File: src/rtl/instr_fetch_ctrl_if.sv
// Fetch-side bus: instruction-memory port, decode handshake and branch redirect.
// master = fetch controller, slave = memory/decode/execute side.
interface instr_fetch_ctrl_if #(
  parameter int unsigned ADDR_W = 6,
  parameter int unsigned DATA_W = 32
);
  logic [ADDR_W-1:0] imem_addr;
  logic [DATA_W-1:0] imem_data;
  logic              out_valid;
  logic              out_ready;
  logic [DATA_W-1:0] out_instr;
  logic [ADDR_W-1:0] out_pc;
  logic              redirect_valid;
  logic [ADDR_W-1:0] redirect_pc;

  modport master (
    output imem_addr,
    input  imem_data,
    output out_valid,
    input  out_ready,
    output out_instr,
    output out_pc,
    input  redirect_valid,
    input  redirect_pc
  );

  modport slave (
    input  imem_addr,
    output imem_data,
    input  out_valid,
    output out_ready,
    input  out_instr,
    input  out_pc,
    output redirect_valid,
    output redirect_pc
  );
endinterface

File: src/rtl/instr_fetch_ctrl.sv
// Instruction fetch sequencer: owns the PC, delivers words to decode over valid/ready,
// folds unconditional jumps in fetch, takes branch redirects and stops on a halt word.
module instr_fetch_ctrl #(
  parameter int unsigned       ADDR_W    = 6,
  parameter int unsigned       DATA_W    = 32,
  parameter logic [ADDR_W-1:0] RESET_PC  = '0,
  parameter logic [DATA_W-1:0] HALT_WORD = '0
) (
  input  logic                clk,
  input  logic                rst_n,
  input  logic                start,
  instr_fetch_ctrl_if.master  bus,
  output logic                halted,
  output logic [15:0]         fetch_count
);

  localparam logic [5:0] OP_JUMP = 6'b000111;

  typedef enum logic [1:0] {S_IDLE, S_FETCH, S_HALT} state_t;

  state_t            state_q, state_d;
  logic [ADDR_W-1:0] pc_q, pc_d;
  logic [ADDR_W-1:0] out_pc_q, out_pc_d;
  logic [DATA_W-1:0] out_instr_q, out_instr_d;
  logic              out_valid_q, out_valid_d;
  logic [15:0]       fetch_count_q, fetch_count_d;
  logic              handshake;

  always_comb begin
    state_d       = state_q;
    pc_d          = pc_q;
    out_pc_d      = out_pc_q;
    out_instr_d   = out_instr_q;
    out_valid_d   = out_valid_q;
    fetch_count_d = fetch_count_q;
    handshake     = out_valid_q && bus.out_ready;

    // A handshake counts even when a redirect flushes the same cycle.
    if (handshake && (fetch_count_q != '1)) begin
      fetch_count_d = fetch_count_q + 16'd1;
    end

    if ((state_q != S_IDLE) && bus.redirect_valid) begin
      state_d     = S_FETCH;
      pc_d        = bus.redirect_pc;
      out_valid_d = 1'b0;
    end else begin
      unique case (state_q)
        S_IDLE: begin
          if (start) begin
            state_d = S_FETCH;
            pc_d    = RESET_PC;
          end
        end
        S_FETCH: begin
          if (!out_valid_q || bus.out_ready) begin
            if (bus.imem_data == HALT_WORD) begin
              state_d     = S_HALT;
              out_valid_d = 1'b0;
            end else begin
              out_instr_d = bus.imem_data;
              out_pc_d    = pc_q;
              out_valid_d = 1'b1;
              if (bus.imem_data[DATA_W-1 -: 6] == OP_JUMP) begin
                pc_d = bus.imem_data[ADDR_W-1:0];
              end else begin
                pc_d = pc_q + ADDR_W'(1);
              end
            end
          end
        end
        S_HALT: begin
          out_valid_d = 1'b0;
        end
        default: begin
          state_d = S_IDLE;
        end
      endcase
    end
  end

  always_ff @(posedge clk or negedge rst_n) begin
    if (!rst_n) begin
      state_q       <= S_IDLE;
      pc_q          <= RESET_PC;
      out_pc_q      <= '0;
      out_instr_q   <= '0;
      out_valid_q   <= 1'b0;
      fetch_count_q <= '0;
    end else begin
      state_q       <= state_d;
      pc_q          <= pc_d;
      out_pc_q      <= out_pc_d;
      out_instr_q   <= out_instr_d;
      out_valid_q   <= out_valid_d;
      fetch_count_q <= fetch_count_d;
    end
  end

  assign bus.imem_addr = pc_q;
  assign bus.out_valid = out_valid_q;
  assign bus.out_instr = out_instr_q;
  assign bus.out_pc    = out_pc_q;
  assign halted        = (state_q == S_HALT);
  assign fetch_count   = fetch_count_q;

endmodule

File: src/flat_wrapper.sv
// flat-port wrapper written by rule: the top's interface ports become plain ports
module instr_fetch_ctrl_flat 
#(
  parameter int unsigned       ADDR_W    = 6,
  parameter int unsigned       DATA_W    = 32,
  parameter logic [ADDR_W-1:0] RESET_PC  = '0,
  parameter logic [DATA_W-1:0] HALT_WORD = '0
)
  (clk, rst_n, start, halted, fetch_count, bus_imem_addr, bus_imem_data, bus_out_valid, bus_out_ready, bus_out_instr, bus_out_pc, bus_redirect_valid, bus_redirect_pc);
  instr_fetch_ctrl_if #(.ADDR_W(ADDR_W), .DATA_W(DATA_W)) bus_i ();
  input  logic clk;
  input  logic rst_n;
  input  logic start;
  output logic halted;
  output logic [15:0] fetch_count;
  output wire logic [$bits(bus_i.imem_addr)-1:0] bus_imem_addr;
  input wire logic [$bits(bus_i.imem_data)-1:0] bus_imem_data;
  output wire logic [$bits(bus_i.out_valid)-1:0] bus_out_valid;
  input wire logic [$bits(bus_i.out_ready)-1:0] bus_out_ready;
  output wire logic [$bits(bus_i.out_instr)-1:0] bus_out_instr;
  output wire logic [$bits(bus_i.out_pc)-1:0] bus_out_pc;
  input wire logic [$bits(bus_i.redirect_valid)-1:0] bus_redirect_valid;
  input wire logic [$bits(bus_i.redirect_pc)-1:0] bus_redirect_pc;
  assign bus_imem_addr = bus_i.imem_addr;
  assign bus_i.imem_data = bus_imem_data;
  assign bus_out_valid = bus_i.out_valid;
  assign bus_i.out_ready = bus_out_ready;
  assign bus_out_instr = bus_i.out_instr;
  assign bus_out_pc = bus_i.out_pc;
  assign bus_i.redirect_valid = bus_redirect_valid;
  assign bus_i.redirect_pc = bus_redirect_pc;
  instr_fetch_ctrl #(.ADDR_W(ADDR_W), .DATA_W(DATA_W), .RESET_PC(RESET_PC), .HALT_WORD(HALT_WORD)) u_core (.clk(clk), .rst_n(rst_n), .start(start), .bus(bus_i), .halted(halted), .fetch_count(fetch_count));
endmodule
File: config.mk
export PLATFORM = sky130hd
export DESIGN_NAME = instr_fetch_ctrl_flat
export DESIGN_NICKNAME = d
export VERILOG_FILES = /design/src/rtl/instr_fetch_ctrl_if.sv /design/src/rtl/instr_fetch_ctrl.sv /design/src/flat_wrapper.sv
export SDC_FILE = /design/constraint.sdc
export NUM_CORES = 1
export LEC_CHECK = 0
export CAP_MARGIN = 5
export CORE_AREA = 3 3 83 85
export DETAILED_ROUTE_END_ITERATION = 10
export DIE_AREA = 0 0 86 88
export GPL_TIMING_DRIVEN = 0
export PLACE_DENSITY = 0.91
export SETUP_SLACK_MARGIN = 0.4
export SLEW_MARGIN = 20
export SYNTH_ARGS = -nofsm -noshare
export SYNTH_HDL_FRONTEND = slang
export SYNTH_SLANG_ARGS = --single-unit
export TNS_END_PERCENT = 100
File: constraint.sdc
create_clock -name clk -period 3.1 [get_ports clk]
set_clock_uncertainty 0.05 [all_clocks]
set_input_delay 0.62 -clock clk [delete_from_list [all_inputs] [get_ports clk]]
set_output_delay 0.62 -clock clk [all_outputs]
set_load 0.01 [all_outputs]
Yosys cells after proc, flatten, opt, wreduce, memory -nomap -nowiden --
Index checks and enable logic that the tools add are counted.
Storage, ports and cells: register bits after elaboration 63, input bits 43, output and inout bits 62, logic and storage cells 48
Operators by class: $add $sub $neg 2, equality and inequality tests 9, multiplexer cells 15, bitwise operators 2, reductions and logical operators 14
Operator list (count):
- logical NOT 32 bit | 1
- two-way mux 6 bit | 5
- adder 16 x 1 -> 16 bit, second input constant | 1
- != test 16 bit, second input constant | 1
- case mux 6 bit (2 select lines) | 1
- AND reduction 4 bit | 3
- two-way mux 2 bit | 4
- adder 6 x 1 -> 6 bit, second input constant | 1
- == test 6 x 3 -> 1 bit, second input constant | 1
- != test 3 x 1 -> 1 bit, second input constant | 2
- != test 3 x 2 -> 1 bit, second input constant | 2
- case mux 2 bit (3 select lines) | 1
- nonzero test 3 bit | 2
- logical AND 1 bit | 3
- two-way mux 1 bit | 3
- == test 2 x 1 -> 1 bit, second input constant | 1
- == test 2 bit, second input constant | 1
- logical NOT 2 bit | 1
- != test 2 x 1 -> 1 bit, second input constant | 1
- NOT 1 bit | 2
- case mux 1 bit (2 select lines) | 1
- AND reduction 2 bit | 1
- nonzero test 2 bit | 1
- logical NOT 1 bit | 1
- logical OR 1 bit | 1

Logic depth before layout (Yosys ltp) --
depth in word-level cells 6, gate-level depth with buffers 7, gate-level depth less buffers 6

Worst setup path before layout --
OpenSTA, ideal clock, no wires.
path type input -> register, from input bus_imem_data[15], to register u_core.out_instr_q[11], in the netlist u_core.bus.out_instr[11], library setup time 0.125 ns, arrival time 1.983 ns, data required time 2.925 ns, path slack 0.942 ns, stages on the path 7, path buffers 2, cells stage by stage nor4_1 nand4_1 nor3_4 nor3_2 buf_6 buf_6 mux2_4
On the way: longest elaborated chain between the ends 3
RTL lines:
- start, declared | RTL line flat_wrapper.sv:17 | input wire logic [$bits(bus_i.imem_data)-1:0] bus_imem_data;
- logical NOT 32 bit | RTL line instr_fetch_ctrl.sv:57 | if (bus.imem_data == HALT_WORD) begin
- NOT 1 bit (no source line)
- AND reduction 4 bit (no source line)
- end signal, assigned | RTL line instr_fetch_ctrl.sv:94 | out_instr_q <= out_instr_d;
- end, declared | RTL line instr_fetch_ctrl.sv:24 | logic [DATA_W-1:0] out_instr_q, out_instr_d;
No other way between the ends. A chain may end at the register's enable or synchronous reset.

Worst setup path after layout --
from input bus_imem_data[4], to register u_core.out_instr_q[25], in the netlist u_core.bus.out_instr[25]
The elaborated chain is that of the path after synthesis.

==> impl_results.rst <==
.. list-table::
   :header-rows: 1

   * - Metric
     - Value
   * - Final hold viol count
     - 0
   * - Area of the multi-input gates
     - 0.00132 sq mm
   * - Number of enable flip-flop cells after synthesis
     - 0
   * - Clk Latency, worst-skew pair
     - 0.33 ns
   * - Largest net degree at the start of global routing
     - 33
   * - Mux contribution to synthesized area
     - 21.5%
   * - Number of global-route vias before repair
     - 2407
   * - Compound-Gate Fraction of Synth Area
     - 3.37%
   * - I/O Buffers
     - 104
   * - Total via count in the routed design
     - 2331
   * - Via-to-Cell Ratio
     - 5.45
   * - Placeable core area
     - 0.00628 sq mm
   * - Total I/O pin count
     - 105
   * - Drt drc
     - 0
   * - Post-detailed-placement half-perimeter wirelength
     - 5640 microns
   * - Dpl cell area
     - 0.00409 sq mm
   * - Post-Synthesis Net Count
     - 275
   * - Maximum VDD drop
     - 0.375 mV
   * - Antenna violations before repair
     - 0
   * - Total number of placement rows
     - 29
   * - Fmax
     - 387 MHz
   * - Simple-gate share of the synthesized area
     - 14.1%
   * - Number of setup violations in the final report
     - 0
   * - Category of the worst setup path capture point
     - flop
   * - FF/Latch Area
     - 0.00158 sq mm
   * - Final non-filler cell area
     - 0.00430 sq mm
   * - Die Area
     - 0.00757 sq mm
   * - Slew @ Worst Pin
     - 0.667 ns
   * - GRT Total Usage
     - 20.7%
   * - Worst slew margin relative to its limit
     - 55.3%
   * - Routed len/inst
     - 17.6 microns
   * - Number of levels the H-tree was split into
     - 3
   * - ANT cells
     - 0
   * - Dpl ws
     - -0.0148 ns
   * - Initial Util
     - 46.8%
   * - Power density over the cells
     - 567 mW/mm^2
   * - Die extent in x
     - 86 microns
   * - Pins over their slew limit
     - 0
   * - Global route total overflow
     - 0
   * - Setup repair after global routing missed its margin
     - false
   * - Reported max-cap violation count
     - 0
   * - Result of the run
     - finished, final reports clean
   * - Maximum root-to-sink buffer count
     - 2
   * - Clock root buffer
     - sky130_fd_sc_hd__clkbuf_8
   * - XOR/XNOR share of the synthesized area
     - 4.77%
   * - Share of post-route cells with drive strength above 1
     - 19.9%
   * - Number of inserted filler cells in the final layout
     - 451
   * - Tightest Hold Check Type
     - in2async
   * - DRT Pass-1 Iters
     - 4
   * - Category of the most critical setup path
     - in2reg
   * - Yosys warnings
     - 0
   * - Leakage power summed over all cells
     - 1.85 nW
   * - Adder-Cell Fraction of Synth Area
     - 0.852%
   * - CTS tree
     - done
   * - Number of buffers inserted during clock tree synthesis
     - 9
   * - Cell variety after synth
     - 31
   * - RePlAce Congestion
     - 0.824
   * - Floorplan die height
     - 88 microns
   * - Final worst-path cycle share
     - 83.3%
   * - Kind of start point of the critical path
     - input port
   * - Worst Slack Setup Final
     - 0.517 ns
   * - Dominant register cell in the synthesized netlist
     - sky130_fd_sc_hd__dfrtp_1
   * - Synthesized area
     - 0.00294 sq mm
   * - Starting DRC count in detailed routing
     - 106
   * - Wire length of the first global-routing pass
     - 12000 microns
   * - Area delta synth->final
     - 46.5%
   * - Net count, final
     - 393
   * - Proportion of register bits with asynchronous set or reset after synthesis
     - 100%
   * - Arr. time, crit path
     - 2.75 ns
   * - Largest fanout on the critical path
     - 10
   * - TritonCTS sink count
     - 63
   * - Gate Count Post-Synth
     - 230
   * - Share of the yosys chip area belonging to registers
     - 53.7%
   * - Min Clock Period, post-route
     - 2.58 ns
   * - Number of synthesized register bits
     - 63
   * - Mapped Avg Cell Area
     - 12.8 sq um
   * - Main combinational cell family by area after synthesis
     - multiplexers
   * - DRT Wirelength
     - 7530 microns
   * - Reg clk slew, reported paths
     - 0.06 ns
   * - Data required time at the worst endpoint
     - 3.26 ns
   * - Antenna-violating nets left
     - 0
   * - Number of buffers added to fix hold violations after cts
     - 0
-- Yosys cell counts (3+ instances only) --
| library cell | instances | area share, % |
|---|---|---|
| sky130_fd_sc_hd__nor3_1 | 3 | 0.51 |
| sky130_fd_sc_hd__dfrtp_1 | 63 | 54 |
| sky130_fd_sc_hd__mux2_4 | 20 | 10 |
| sky130_fd_sc_hd__or3_1 | 3 | 0.64 |
| sky130_fd_sc_hd__nor2b_1 | 4 | 0.85 |
| sky130_fd_sc_hd__mux2i_1 | 5 | 1.7 |
| sky130_fd_sc_hd__nand3_1 | 8 | 1.4 |
| sky130_fd_sc_hd__and3_1 | 6 | 1.3 |
| sky130_fd_sc_hd__nand2_1 | 12 | 1.5 |
| sky130_fd_sc_hd__nor4_1 | 7 | 1.5 |
| sky130_fd_sc_hd__nor2_1 | 10 | 1.3 |
| sky130_fd_sc_hd__nand4_1 | 11 | 2.3 |
| sky130_fd_sc_hd__xnor2_1 | 10 | 3.0 |
| sky130_fd_sc_hd__a21oi_1 | 4 | 0.68 |
| sky130_fd_sc_hd__xor2_1 | 6 | 1.8 |
| sky130_fd_sc_hd__nor3b_1 | 4 | 1.0 |
| sky130_fd_sc_hd__buf_6 | 3 | 1.2 |
| sky130_fd_sc_hd__o21ai_0 | 10 | 1.7 |
| sky130_fd_sc_hd__mux2_2 | 25 | 9.6 |
-- layout make-up --
cell class              instances  share of cell area (%)
well taps                      77                    2.24
flip-flops and latches         63                    36.6
multi-input cells             160                    30.7
inverters                       1                  0.0873
plain buffers                   6                    1.08
repair buffers                107                    25.0
clock buffers                  14                    4.25
-- power by group --
part | total [W] | switching [W] | internal (W) | leakage (nW)
logic | 0.000708 | 0.000264 | 0.000444 | 0.989
clock network | 0.000657 | 0.000287 | 0.000370 | 0.0946
registers | 0.00108 | 0.000117 | 0.000958 | 0.768
total | 0.00244 | 0.000668 | 0.00177 | 1.85
-- placed cells by master (no fill, tap or decap), types with 3 or more instances in the layout --
master / count
sky130_fd_sc_hd__a21oi_1: 4
sky130_fd_sc_hd__and3_1: 6
sky130_fd_sc_hd__buf_4: 3
sky130_fd_sc_hd__buf_6: 3
sky130_fd_sc_hd__clkbuf_1: 3
sky130_fd_sc_hd__clkbuf_8: 13
sky130_fd_sc_hd__clkdlybuf4s50_1: 103
sky130_fd_sc_hd__dfrtp_1: 63
sky130_fd_sc_hd__mux2_2: 25
sky130_fd_sc_hd__mux2_4: 20
sky130_fd_sc_hd__mux2i_1: 5
sky130_fd_sc_hd__nand2_1: 12
sky130_fd_sc_hd__nand3_1: 8
sky130_fd_sc_hd__nand4_1: 11
sky130_fd_sc_hd__nor2_1: 10
sky130_fd_sc_hd__nor2b_1: 4
sky130_fd_sc_hd__nor3_1: 3
sky130_fd_sc_hd__nor3b_1: 4
sky130_fd_sc_hd__nor4_1: 5
sky130_fd_sc_hd__o21ai_0: 10
sky130_fd_sc_hd__or3_1: 3
sky130_fd_sc_hd__xnor2_1: 10
sky130_fd_sc_hd__xor2_1: 6
-- cell families (layout without fill, tap and decap cells) --
group / count (synthesis) / count (layout)
AND/OR/NAND/NOR: 74 / 74
flip-flops: 63 / 63
AO/OA/AOI/OAI: 18 / 18
XOR/XNOR: 16 / 16
multiplexers: 50 / 50
adder cells (fa/ha/maj): 2 / 2
buffers and inverters: 7 / 128
-- routing by layer --
layer / global-route usage (%) / vias to the layer above / wire [microns]
li1: - / 1071 / -
met1: 25.9 / 1157 / 3230
met2: 34.3 / 91 / 3610
met3: 6.59 / 12 / 558
met4: 6.76 / 0 / 128
met5: 0 / - / 0
-- critical path, stage by stage --
cell and delay (ns):
sky130_fd_sc_hd__clkdlybuf4s50_1 0.47, sky130_fd_sc_hd__nor4_1 0.38, sky130_fd_sc_hd__nand4_1 0.22, sky130_fd_sc_hd__nor3_4 0.31, sky130_fd_sc_hd__nor3_2 0.10, sky130_fd_sc_hd__buf_6 0.16, sky130_fd_sc_hd__buf_6 0.16, sky130_fd_sc_hd__mux2_4 0.31
-- what timing repair did --
action                                  in CTS  in global routing
pin swaps                                    0                  1
endpoints found under the hold margin        0                  0
resized for setup                            1                  1
cloned                                       0                  0
setup buffers                                0                  2
endpoints found under the setup margin      20                 20
-- path summary, 6_finish.rpt --
path | slack [ns] | to | from | cells after the start
max reg2reg | 1.04 | u_core.fetch_count[1]$_DFFE_PN0P_ | u_core.fetch_count[0]$_DFFE_PN0P_ | 5
min reg2reg | 0.45 | u_core.fetch_count[4]$_DFFE_PN0P_ | u_core.fetch_count[4]$_DFFE_PN0P_ | 1
max in group asynchronous | 2.31 | u_core.fetch_count[7]$_DFFE_PN0P_ | rst_n | 2
min | 0.18 | u_core.bus.out_instr[29]$_DFFE_PN0P_ | rst_n | 1
min in group clk | 0.45 | u_core.fetch_count[4]$_DFFE_PN0P_ | u_core.fetch_count[4]$_DFFE_PN0P_ | 1
max | 0.52 | u_core.bus.out_instr[25]$_DFFE_PN0P_ | bus_imem_data[4] | 8
-- registers in the layout, indices dropped and copies added, names as in the netlist --
name,flops
u_core.bus.out_instr,32
u_core.fetch_count,16
u_core.bus.imem_addr,6
u_core.bus.out_pc,6
u_core.state_q,2
u_core.bus.out_valid,1
-- through the flow --
stage                     instances  setup TNS [ns]  hold slack, ns  util (%)  power (W)
after detailed placement        412          -0.135           0.441      65.2    0.00180
after global placement          411          -39.21           0.435      64.9    0.00177
after floorplan                 230               0           0.274         -    0.00137
after global routing            428               0           0.191      68.5    0.00256
after CTS                       426               0           0.182      68.2    0.00246
final                           428               0           0.175      68.5    0.00244
Note: power is estimated with default switching activity, not from simulation.
